`config.mk`:
```
export PLATFORM = sky130hd
export DESIGN_NAME = decoder_nx_seq
export DESIGN_NICKNAME = d
export VERILOG_FILES = /design/src/rtl/decoder_nx_seq.sv
export SDC_FILE = /design/constraint.sdc
export NUM_CORES = 1
export LEC_CHECK = 0
export CAP_MARGIN = 5
export CORE_MARGIN = 10
export CORE_UTILIZATION = 45
export CTS_BUF_LIST = sky130_fd_sc_hd__clkbuf_2
export DETAILED_ROUTE_END_ITERATION = 8
export PLACE_DENSITY = 0.8
export SYNTH_ARGS = -nofsm -noshare
export SYNTH_HDL_FRONTEND = slang
export SYNTH_SLANG_ARGS = --single-unit
```
`constraint.sdc`:
```
create_clock -name clk -period 5.4 [get_ports clk]
set_clock_uncertainty 0.2 [all_clocks]
set_input_delay 0.81 -clock clk [delete_from_list [all_inputs] [get_ports clk]]
set_output_delay 0.81 -clock clk [all_outputs]
set_load 0.05 [all_outputs]
```
`src/rtl/decoder_nx_seq.sv`:
```
// decoder_nx_seq: registered, parametrised binary-to-one-hot decoder.
//
// Three run-time modes:
//   LEVEL (00) - accepted sel is latched and 1<<sel is held on out.
//   PULSE (01) - accepted sel produces 1<<sel for exactly one cycle.
//   SCAN  (10) - self-timed walking one; each index is held DWELL cycles.
//   11         - reserved: out = 0, internal state holds.
//
// Handshake: sel is accepted on a rising edge when
// enable & sel_valid & (mode is LEVEL or PULSE). There is no ready;
// the decoder always takes an offered select in those modes.
//
// Parameters:
//   SEL_W  select width, 1..6
//   OUT_W  number of outputs, 2 <= OUT_W <= 2**SEL_W
//   DWELL  SCAN cycles per index, >= 1 (>= 2 with DEC_BBM_EN)
//
// Optional feature (macro DEC_BBM_EN): break-before-make. In LEVEL a
// direct A -> B change of out inserts one all-zero cycle. In SCAN the
// first dwell cycle of each new index is forced to zero. PULSE is unaffected.
//
// Ports:
//   clk        rising-edge clock
//   rst_n      synchronous active-low reset
//   enable     global output enable (low: out = 0, state frozen)
//   mode       operating mode, see above
//   sel        requested output index
//   sel_valid  sel qualifier
//   out        registered one-hot or all-zero output
//   cur_sel    index of the active output, 0 when out == 0
//   active     registered |out
//   sel_err    one-cycle pulse: an out-of-range sel was accepted
module decoder_nx_seq #(
  parameter int SEL_W = 3,
  parameter int OUT_W = 8,
  parameter int DWELL = 4
) (
  input  logic             clk,
  input  logic             rst_n,
  input  logic             enable,
  input  logic [1:0]       mode,
  input  logic [SEL_W-1:0] sel,
  input  logic             sel_valid,
  output logic [OUT_W-1:0] out,
  output logic [SEL_W-1:0] cur_sel,
  output logic             active,
  output logic             sel_err
);

  typedef enum logic [1:0] {
    MODE_LEVEL = 2'b00,
    MODE_PULSE = 2'b01,
    MODE_SCAN  = 2'b10,
    MODE_RSVD  = 2'b11
  } mode_e;

  localparam int CNT_W = $clog2(DWELL + 1);
  localparam logic [CNT_W-1:0] DWELL_C  = CNT_W'(DWELL);
  localparam logic [SEL_W-1:0] LAST_IDX = SEL_W'(OUT_W - 1);

`ifdef DEC_BBM_EN
  localparam bit BBM = 1'b1;
`else
  localparam bit BBM = 1'b0;
`endif

  // Internal state
  logic [SEL_W-1:0] lat_sel;    // LEVEL latched select
  logic             lat_vld;    // 0 means latched select is "none"
  logic [SEL_W-1:0] scan_idx;
  logic [CNT_W-1:0] dwell_cnt;  // cycles the current index has been driven
  logic             scan_run;   // last enabled edge was in SCAN mode

  // Next-state values
  logic [SEL_W-1:0] nxt_lat_sel;
  logic             nxt_lat_vld;
  logic [SEL_W-1:0] nxt_idx;
  logic [CNT_W-1:0] nxt_cnt;
  logic             nxt_run;
  logic             nxt_err;
  logic             tgt_vld;
  logic [SEL_W-1:0] tgt_sel;
  logic [SEL_W-1:0] wrap_idx;

  logic  accept;
  logic  in_range;
  mode_e mode_q;

  assign mode_q   = mode_e'(mode);
  assign accept   = enable & sel_valid &
                    ((mode_q == MODE_LEVEL) | (mode_q == MODE_PULSE));
  assign in_range = (int'(sel) < OUT_W);
  assign wrap_idx = (scan_idx == LAST_IDX) ? '0 : scan_idx + SEL_W'(1);

  always_comb begin
    nxt_lat_sel = lat_sel;
    nxt_lat_vld = lat_vld;
    nxt_idx     = scan_idx;
    nxt_cnt     = dwell_cnt;
    nxt_run     = scan_run;
    nxt_err     = 1'b0;
    tgt_vld     = 1'b0;
    tgt_sel     = '0;

    // With enable low everything holds and out goes to zero.
    if (enable) begin
      nxt_run = (mode_q == MODE_SCAN);
      case (mode_q)
        MODE_LEVEL: begin
          if (accept) begin
            if (in_range) begin
              nxt_lat_sel = sel;
              nxt_lat_vld = 1'b1;
            end else begin
              nxt_lat_sel = '0;
              nxt_lat_vld = 1'b0;
              nxt_err     = 1'b1;
            end
          end
          tgt_vld = nxt_lat_vld;
          tgt_sel = nxt_lat_sel;
          // A -> B goes through one zero cycle; the latch still holds B,
          // so B appears on the following edge.
          if (BBM && tgt_vld && active && (cur_sel != tgt_sel)) begin
            tgt_vld = 1'b0;
          end
        end
        MODE_PULSE: begin
          if (accept) begin
            if (in_range) begin
              tgt_vld = 1'b1;
              tgt_sel = sel;
            end else begin
              nxt_err = 1'b1;
            end
          end
        end
        MODE_SCAN: begin
          if (!scan_run) begin
            // Fresh entry: start at index 0 with no gap.
            nxt_idx = '0;
            nxt_cnt = CNT_W'(1);
            tgt_vld = 1'b1;
            tgt_sel = '0;
          end else if (dwell_cnt >= DWELL_C) begin
            // The break cycle is the first dwell cycle of the new index,
            // so the scan period does not stretch.
            nxt_idx = wrap_idx;
            nxt_cnt = CNT_W'(1);
            tgt_vld = !BBM;
            tgt_sel = wrap_idx;
          end else begin
            nxt_cnt = dwell_cnt + CNT_W'(1);
            tgt_vld = 1'b1;
            tgt_sel = scan_idx;
          end
        end
        default: begin
          // Reserved: out = 0, state holds.
        end
      endcase
    end
  end

  always_ff @(posedge clk) begin
    if (!rst_n) begin
      out       <= '0;
      cur_sel   <= '0;
      active    <= 1'b0;
      sel_err   <= 1'b0;
      lat_sel   <= '0;
      lat_vld   <= 1'b0;
      scan_idx  <= '0;
      dwell_cnt <= '0;
      scan_run  <= 1'b0;
    end else begin
      out       <= tgt_vld ? (OUT_W'(1) << tgt_sel) : '0;
      cur_sel   <= tgt_vld ? tgt_sel : '0;
      active    <= tgt_vld;
      sel_err   <= nxt_err;
      lat_sel   <= nxt_lat_sel;
      lat_vld   <= nxt_lat_vld;
      scan_idx  <= nxt_idx;
      dwell_cnt <= nxt_cnt;
      scan_run  <= nxt_run;
    end
  end

endmodule

```
==> impl_metrics.csv <==
group,metric,value,unit
global_routing,met3_usage,0.0274,
critical_path,slowest_stage,"clkdlybuf4s50_1",
critical_path,cp_cell_sequence,"clkdlybuf4s50_1",
final_layout,fillerInstances,200,
timing,post-route-min-period,2.51,ns
synthesis,synth_edf_count,0,
power_and_ir_drop,p_sw_frac,0.262,
clock_tree,clk_pin_slew_worst_paths,0.21,ns
clock_tree,htree_levels,1,
timing,max_freq,0.399,GHz
power_and_ir_drop,p_clk_frac,0.245,
critical_path,critPathLaunchType,"flop",
power_and_ir_drop,p_int,0.203,mW
synthesis,synth_async_sr_flop_share,0,
routing,vias,847,
clock_tree,cts_hold_buffers,0,
die,num_rows,17,
worst_hold_path,min-delay-path-class,"reg2reg",
clock_tree,cts_made_buffers,3,
placed_design,dp_hpwl,1660,µm
global_routing,overflow,0,
clock_tree,cts_resized,0,
global_routing,antenna_found_initial,0,
timing,hold_viol_final,0,
critical_path,cpLargestDelayFamily,"buffers and inverters",
power_and_ir_drop,switching_power,0.0722,mW
synthesis,synth.avg_cell_area,9.92,µm²
critical_path,critPathMaxFanout,1,
synthesis,ys_warn_count,0,
final_layout,drive_above_1_share,0.119,
placed_design,dp_cells,150,
timing,tightestPinTransition,0.521,ns
global_routing,grt_usage,0.0933,
timing,fin_crit_sh,0.464,
final_layout,final_cell_mix,"dfxtp_1, clkdlybuf4s50_1, nor2_1, mux2i_1",
critical_path,cp.arrival,1.50,ns
critical_path,critical_path_depth,1,
clock_tree,cts-root-buf,"clkbuf_2",
critical_path,cpPeakStageDelay,0.81,ns
die,dieArea,0.00470,mm²
die,core_area,0.00223,mm²
global_routing,grt_max_degree,14,
status,outcome,"finished clean",
die,start_util,0.475,
critical_path,setup.worst_path.end_class,"output port",
power_and_ir_drop,cellPowerDensity,215,mW/mm²
final_layout,area_growth_syn_to_layout,20.8,%
synthesis,syn_inst,107,
power_and_ir_drop,p_seq_frac,0.632,
global_routing,busiest_layer,"met2",
routing,ant_nets,0,
final_layout,multi_input_area,542,µm²
synthesis,synth_seq_cells,23,
power_and_ir_drop,peakVddDrop,0.113,mV
synthesis,ys_seq_area_frac,0.434,
routing,dr.pass1.iters,4,
timing,relSlewSlack,0.651,
worst_hold_path,worstHoldPathCells,1,
routing,via_per_inst,5.50,
critical_path,crit_type,"reg2out",
synthesis,synth.distinct_cells,38,
timing,finalSetupTns,0,ns
die,fp.dieW,68.6,µm
routing,drc_errors,0,
routing,drt_wl_total,2120,µm
placed_design,portBuffers,20,
timing,drv_slew,0,
final_layout,stdcell_count,154,
synthesis,ys.flop_type,"dfxtp_1",
final_layout,fin_nets,140,
clock_tree,clk_latency,0.33,ns
timing,setup_viol,0,
clock_tree,cts_tree,"yes",
critical_path,required,4.39,ns
global_routing,met1_usage,0.101,
die,die_h,68.6,µm
final_layout,n_antenna_cell,0,
clock_tree,clock-sinks,23,
critical_path,path_buf_inv,1,
placed_design,gp_routability_congestion,0.890,
flow_run,max_cap_violations,0,
global_routing,grt_first_pass_wirelength,3480,µm
final_layout,final_common_cell,"dfxtp_1",
final_layout,seq_area,460,µm²
routing,wl_per_cell,13.8,µm
synthesis,syn_area,0.00106,mm²
clock_tree,post-cts-setup-buffers,0,
global_routing,grt_pass1_vias,815,
clock_tree,clockBufferDepth,2,
power_and_ir_drop,p_leak,0.468,nW
critical_path,r2r_cells,6,
die,io_pins,22,
timing,rsz0062_at_grt,"false",
routing,drt_iter0_drc,22,
synthesis,synth.net_count,120,
power_and_ir_drop,pwr-share-comb,0.122,
global_routing,grt_util_met2,0.162,
power by group through the flow:
stage	clock network (mW)	registers [mW]	logic (mW)
after CTS	0.0684	0.174	0.0334
after detailed placement	0	0.177	0.0333
after global placement	0	0.177	0.0325
after floorplan	0	0.180	0.0190
final	0.0675	0.174	0.0336
after global routing	0.0762	0.174	0.0359
through the flow:
stage | hold slack, ns | utilization | area, µm² | setup WS (ns) | power, mW
after detailed placement | 0.278 | 0.565 | 1260 | 2.59 | 0.211
final | 0.308 | 0.574 | 1280 | 2.89 | 0.275
after floorplan | 0.239 | - | 1060 | 3.45 | 0.199
after CTS | 0.309 | 0.574 | 1280 | 2.88 | 0.276
after global routing | 0.333 | 0.574 | 1280 | 2.82 | 0.287
after global placement | 0.255 | 0.565 | 1260 | 2.63 | 0.210
synthesized netlist by cell type (2+ instances only):
cell / n / share of area
dfxtp_1: 23 / 0.43
nor2_1: 16 / 0.057
mux2i_1: 5 / 0.047
a21oi_1: 4 / 0.019
ha_1: 4 / 0.047
inv_1: 4 / 0.014
nand2_1: 4 / 0.014
a22oi_1: 3 / 0.021
a31oi_1: 3 / 0.018
and3_1: 3 / 0.018
nand2b_1: 3 / 0.018
a211oi_1: 2 / 0.014
buf_4: 2 / 0.014
nand3b_1: 2 / 0.014
nor3_1: 2 / 0.0094
nor4_1: 2 / 0.012
o21bai_2: 2 / 0.021
o22a_1: 2 / 0.017
o22ai_1: 2 / 0.012
final cells by class:
cell class / instances / share of cell area
Sequential cell: 23 / 0.359
Clock buffer: 3 / 0.0117
Timing Repair Buffer: 20 / 0.156
Inverter: 5 / 0.0186
Clock inverter: 1 / 0.00391
Tap cell: 28 / 0.0273
Multi-Input combinational cell: 74 / 0.423
sequential cells by signal, indices dropped and copies added, names as in the netlist:
| register | flops |
|---|---|
| active | 1 |
| cur_sel | 3 |
| dwell_cnt | 3 |
| lat_sel | 3 |
| lat_vld | 1 |
| out | 8 |
| scan_idx | 3 |
| scan_run | 1 |
final timing paths:
path | startpoint | end | slack (ns)
max | out[2]$_SDFF_PP0_ | out[2] | 2.89
max reg2reg | scan_idx[0]$_SDFFE_PN0P_ | out[5]$_SDFF_PN0_ | 3.42
min | dwell_cnt[0]$_SDFFE_PN0P_ | dwell_cnt[0]$_SDFFE_PN0P_ | 0.31
min reg2reg | dwell_cnt[0]$_SDFFE_PN0P_ | dwell_cnt[0]$_SDFFE_PN0P_ | 0.31
routing by layer:
layer	part of all wire	routed length, µm
met5	0	0
met4	0.015	31
met3	0.070	149
met2	0.48	1020
met1	0.44	926
logic make-up after synthesis:
kind of cell             count (synthesis)  synth area share
AND/OR/NAND/NOR                         42             0.243
flip-flops                              23             0.434
AO/OA/AOI/OAI                           22             0.170
buffers and inverters                   10            0.0554
multiplexers                             5            0.0472
adder cells (fa/ha/maj)                  4            0.0472
other                                    1           0.00353
(Power assumes the default switching activity.)
